$ cat config.mk
export PLATFORM = sky130hd
export DESIGN_NAME = ucsbece154b_perf_monitor
export DESIGN_NICKNAME = d
export VERILOG_FILES = /design/src/rtl/ucsbece154b_perf_monitor.sv
export SDC_FILE = /design/constraint.sdc
export NUM_CORES = 1
export LEC_CHECK = 0
export BUFFER_PORTS_ARGS = -buffer_cell sky130_fd_sc_hd__buf_2
export CAP_MARGIN = 20
export CELL_PAD_IN_SITES_DETAIL_PLACEMENT = 0
export CELL_PAD_IN_SITES_GLOBAL_PLACEMENT = 1
export CORE_ASPECT_RATIO = 0.6
export CORE_MARGIN = 10
export CORE_UTILIZATION = 49
export CTS_BUF_LIST = sky130_fd_sc_hd__clkbuf_2
export DETAILED_ROUTE_END_ITERATION = 10
export GPL_ROUTABILITY_DRIVEN = 1
export PLACE_DENSITY = 0.88
export SYNTH_ARGS = -nofsm -noshare
export SYNTH_HDL_FRONTEND = slang
export SYNTH_SLANG_ARGS = --single-unit
$ cat constraint.sdc
create_clock -name clk -period 2.65 [get_ports clk]
set_input_delay 0.1325 -clock clk [delete_from_list [all_inputs] [get_ports clk]]
set_output_delay 0.1325 -clock clk [all_outputs]
set_load 0.05 [all_outputs]
$ cat src/rtl/ucsbece154b_perf_monitor.sv
//==============================================================================
// Module   : ucsbece154b_perf_monitor
// Brief    : Performance-counter bank (cycle + NUM_EV event counters), saturating,
//            read through a registered address/data port.
//            Define PERF_SNAPSHOT_EN to add a shadow bank and source reads from it.
// Revision : 1.0  initial release
//==============================================================================
`default_nettype none

module ucsbece154b_perf_monitor #(
    parameter int CNT_W  = 32,
    parameter int NUM_EV = 5,
    parameter int ADDR_W = 3
) (
    input  logic                clk,
    input  logic                reset,
    input  logic                en_i,
    input  logic                clear_i,
    input  logic                snap_i,
    input  logic [NUM_EV-1:0]   ev_i,
    input  logic                rd_en_i,
    input  logic [ADDR_W-1:0]   rd_addr_i,
    output logic [CNT_W-1:0]    rd_data_o,
    output logic                rd_valid_o,
    output logic [NUM_EV:0]     sat_o
);

    localparam int NUM_CNT = NUM_EV + 1;
    localparam logic [CNT_W-1:0] CNT_ONE = {{(CNT_W-1){1'b0}}, 1'b1};
    localparam logic [CNT_W-1:0] CNT_MAX = {CNT_W{1'b1}};

    logic [NUM_CNT-1:0][CNT_W-1:0] cnt;
    logic [NUM_CNT-1:0][CNT_W-1:0] rd_src;
    logic [NUM_CNT-1:0]            inc_req;
    logic [NUM_CNT-1:0]            at_max;
    logic [NUM_CNT-1:0]            sat;
    logic [CNT_W-1:0]              rd_sel;
    logic [CNT_W-1:0]              rd_data;
    logic                          rd_valid;

    // Counter 0 (cycles) requests an increment every enabled cycle.
    assign inc_req = {ev_i, 1'b1};

    always_comb begin
        at_max = '0;
        for (int i = 0; i < NUM_CNT; i++) begin
            at_max[i] = (cnt[i] == CNT_MAX);
        end
    end

    always_ff @(posedge clk) begin
        if (reset || clear_i) begin
            cnt <= '0;
            sat <= '0;
        end else if (en_i) begin
            for (int i = 0; i < NUM_CNT; i++) begin
                if (inc_req[i]) begin
                    if (at_max[i]) begin
                        sat[i] <= 1'b1;
                    end else begin
                        cnt[i] <= cnt[i] + CNT_ONE;
                    end
                end
            end
        end
    end

`ifdef PERF_SNAPSHOT_EN
    logic [NUM_CNT-1:0][CNT_W-1:0] shadow;

    // cnt holds pre-increment / pre-clear values at the edge, so the copy is coherent.
    always_ff @(posedge clk) begin
        if (reset) begin
            shadow <= '0;
        end else if (snap_i) begin
            shadow <= cnt;
        end
    end

    assign rd_src = shadow;
`else
    logic unused_snap;

    assign unused_snap = snap_i;
    assign rd_src      = cnt;
`endif

    // Out-of-range addresses fall through to zero.
    always_comb begin
        rd_sel = '0;
        for (int i = 0; i < NUM_CNT; i++) begin
            if (rd_addr_i == ADDR_W'(i)) begin
                rd_sel = rd_src[i];
            end
        end
    end

    always_ff @(posedge clk) begin
        if (reset) begin
            rd_data  <= '0;
            rd_valid <= 1'b0;
        end else begin
            rd_valid <= rd_en_i;
            if (rd_en_i) begin
                rd_data <= rd_sel;
            end
        end
    end

    assign rd_data_o  = rd_data;
    assign rd_valid_o = rd_valid;
    assign sat_o      = sat;

endmodule

`default_nettype wire
Yosys cells after proc, flatten, opt, wreduce, memory -nomap -nowiden
Index checks and enable logic that the tools add are counted.

word-level totals
  register bits = 231
  bits of input ports = 14
  output and inout port bits = 39

cells by class
  add/subtract/negate cells = 6
  eq/ne operators = 11
  muxes and demuxes = 6
  bitwise gates (word level) = 6
  reductions and logical operators = 14

operators by type and width
  kind                                                             number
  32-bit by 1-bit adder with 32-bit output, second input constant  6
  32-bit == test, second input constant                            6
  32-bit two-way mux                                               6
  3-bit AND reduction                                              10
  3-bit by 2-bit == test with 1-bit output, second input constant  2
  3-bit == test, second input constant                             2
  1-bit NOT                                                        6
  2-bit AND reduction                                              2
  3-bit by 1-bit == test with 1-bit output, second input constant  1
  3-bit zero test                                                  1
  1-bit logical OR                                                 1

Logic depth before layout (Yosys ltp)
  word-level depth = 7
  gate-level depth with buffers = 9

Least setup slack after synthesis
No wires, ideal clock.

  kind = register to register
  start = register cnt[64] (netlist name)
  end = register cnt[90] (netlist name)
  setup time = 0.070 ns
  arrival = 2.089 ns
  required time = 2.580 ns
  path slack = 0.491 ns
  stages on the path, launching flop included = 8
  buffers on the path = 1
  clock period less this slack = 2.159 ns
  path through = dfxtp_1 ha_1 nand3_1 or3_4 or4b_1 buf_2 or3_1 a21oi_1

between the ends
  longest elaborated chain between the ends = 3
  elaborated cells between the ends (all ways) = 4
  those cells by class = add/sub: 1; eq/ne: 1; bitwise: 1; reduce/logical: 1

RTL lines
  item                                                                                              line  source
  from (decl)                                                                                       32    logic [NUM_CNT-1:0][CNT_W-1:0] cnt;
  from (signal, indexed assignment)                                                                 61    cnt[i] <= cnt[i] + CNT_ONE;
  parallel branches: the longest is 3 deep, another holds 32-bit by 1-bit adder with 32-bit output  --

Parallel ways; which one is timed is not known.
A chain may end at the register's enable or synchronous reset.

Worst setup path in the final report
  start = register cnt[64] (netlist name)
  end = register cnt[94] (netlist name)

Same word-level chain as after synthesis.

==> results.toml <==
[timing]
fin_crit_sh_pct = 91.7
max_slew.worst_pin.slew_ns = 0.986
max_freq_ghz = 0.411
rsz0062_at_grt = "no"
setup_viol = 0
slew_headroom_pct = 34.3
period_minus_slack_ns = 2.43
finalHoldViolCount = 0
skew_ns = 0.0783
tns_ns = 0
slew_violations = 0

[routing]
via_per_inst = 6.62
drc = 5
dr_total_vias = 13000
drt-pass1-iter-count = 11
wl_per_cell_um = 22.0
ant_nets = 0
drt_iter0_markers = 2330
routed_wirelength_mm = 43.3

[critical_path]
critPathRequiredTime_ns = 3.52
crit_path_end_kind = "flop"
critPathMaxFanout = 7
critical_path_arrival_ns = 3.30
path_class = "reg2reg"
critPathLaunchType = "flop"
cp_num_buf_inv = 0
slowest_delay_ns = 0.64
crit_path_top_delay_cell = "or4b_1"
path_delay_family = "simple AND/OR/NAND/NOR gates"
worstPathCellList = "ha_1 > nand3_1 > or3_4 > or4b_1 > or3_1 > a21oi_1"

[final_layout]
area_growth_pct = 11.3
layout-drive-gt1-share_pct = 14.1
nFillCells = 2306
nets = 1619
stdcell_count = 1964

[floorplan]
ioPinCount = 53
die_area_um2 = 32200
dieWidth_um = 225
coreArea_um2 = 24500
rows = 44
die_y_um = 143
start_util_pct = 50.5

[logic_synthesis]
syn_nets = 1539
ys_top_cells_by_area = "dfxtp_1 37%, a21oi_1 4.9%, nand2_1 4.1%"
synth_top_area_share_pct = 37.3
synthFlopType = "dfxtp_1"
yosys.cell_count.top_type = "dfxtp_1"
synthCells = 1519
synthTopCellsByCount = "231 x dfxtp_1, 136 x nand2_1, 122 x a21oi_1"
seq_area_frac_synth_pct = 37.3
synthArstFlopShare_pct = 0
synth-seq-cells = 231
synth_edf_count = 0
ys_types = 68
ys_warn_count = 0
synth_area_leader_cell = "dfxtp_1"
synth_area_um2 = 12400
syn_area_per_cell_um2 = 8.15

[run_status]
status = "finished, violations left"
failed_checks = "design-rule violations"

[clock_tree]
cts_resized = 0
cts_made_buffers = 54
htree_levels = 2
tritoncts = "built"
cts.path.max_buffers = 3
path_clk_slew_ns = 0.11
cts_sinks = 231
clk_root_buffer_cell = "clkbuf_2"
clock_latency_ns = 0.94

[global_routing]
grt_pass1_wl_mm = 66.2
antenna_found_initial = 2
grt_max_degree = 69
overflow = 0
grt_usage_pct = 26.0
first_global_vias = 11300

[flow_run]
drv_cap = 0

[min_path]
min_path_type = "in2reg"

[placed_design]
dp_hpwl_mm = 31.1
port_buffers = 51
placed_cells = 1849
gp_congestion = 0.937

[power]
p_per_area_nw_per_um2 = 455
ir_worst_vdd_mv = 0.338
p_leak_nw = 4.28
-- state kept, by name (all words and copies together) (netlist names) --
register	cells
rd_valid_o	1
cnt	192
rd_data_o	32
sat_o	6
-- logic make-up (layout without fill, tap and decap cells) --
| group | count (synthesis) | in the layout | synth area share (%) |
|---|---|---|---|
| multiplexers | 32 | 32 | 2.74 |
| flip-flops | 231 | 231 | 37.3 |
| XOR/XNOR | 34 | 34 | 2.40 |
| other | 0 | 1 | 0 |
| buffers and inverters | 124 | 246 | 3.95 |
| adder cells (fa/ha/maj) | 6 | 6 | 0.606 |
| AND/OR/NAND/NOR | 656 | 656 | 29.5 |
| AO/OA/AOI/OAI | 436 | 436 | 23.4 |
-- layout by cell type (no fill, tap or decap), drive strengths merged, types with 15 or more instances in the layout --
cell / Yosys / layout
dfxtp: 231 / 231
nand2: 136 / 136
a21oi: 122 / 122
buf: 19 / 108
nor2: 99 / 99
o21ai: 83 / 83
or3: 81 / 81
clkbuf: 80 / 78
nand3: 76 / 76
o31ai: 60 / 60
or4: 59 / 59
nand4: 52 / 52
nor4: 45 / 45
a31oi: 30 / 30
mux2i: 26 / 26
a22oi: 26 / 26
a222oi: 26 / 26
and4: 25 / 25
inv: 24 / 25
xnor2: 24 / 24
o211ai: 22 / 22
nor3: 22 / 22
clkinv: 1 / 20
and3: 17 / 17
a211oi: 15 / 15
dlygate4sd3: 0 / 15
-- worst register-to-register path, delay by kind of cell, from the launching register on --
| kind | cells | cell delay (ns) |
|---|---|---|
| flip-flops | 1 | 0.44 |
| AND/OR/NAND/NOR | 4 | 1.55 |
| AO/OA/AOI/OAI | 1 | 0.15 |
| adder cells (fa/ha/maj) | 1 | 0.22 |
-- metal layers --
metal / global-route usage, % / up-vias / share of wire (%)
met5: 0 / - / 0
met4: 6.79 / 0 / 1.9
met3: 8.59 / 73 / 14
met2: 34.9 / 703 / 39
met1: 38.3 / 6169 / 44
li1: - / 6059 / -
-- stage by stage --
step	cell area (um^2)	hold slack (ns)	total power, W	utilization (%)	setup WS, ns
finish	13800	0.0888	0.00628	56.3	0.220
global route	13800	0.0498	0.00653	56.3	0.0871
CTS	13800	0.00290	0.00629	56.2	0.237
detailed placement	13100	0.462	0.00400	53.7	0.290
global placement	13100	0.444	0.00400	53.7	0.363
floorplan	12400	0.306	0.00384	-	0.491
-- worst paths after layout --
kind,to,slack (ns),startpoint,cells after the start
min,rd_data_o[24]$_SDFFE_PP0P_,0.09,rd_addr_i[0],5
max reg2reg,cnt[94]$_SDFFE_PP0P_,0.22,cnt[64]$_SDFFE_PP0P_,6
min reg2reg,sat_o[4]$_SDFFE_PP0P_,0.48,sat_o[4]$_SDFFE_PP0P_,1
max,cnt[94]$_SDFFE_PP0P_,0.22,cnt[64]$_SDFFE_PP0P_,6
-- report_power, final --
| part | internal [W] | switching (W) |
|---|---|---|
| sequential | 0.00349 | 0.0000141 |
| combinational | 0.000124 | 0.000331 |
| clock | 0.000791 | 0.00153 |
-- final cells by class --
type	instances	area, um^2	area share [%]
diodes	1	2.50	0.0182
clock buffers	78	390	2.83
clock inverters	20	77.6	0.563
inverters	25	93.8	0.681
multi-input cells	1164	7300	52.9
flip-flops and latches	231	4620	33.5
well taps	322	403	2.92
repair buffers	123	896	6.50
-- timing repair --
action	CTS	global route
endpoints found under the hold margin	226	0
buffers inserted	0	1
hold buffers	15	0
setup endpoints to repair	0	1
(Power assumes the default switching activity.)
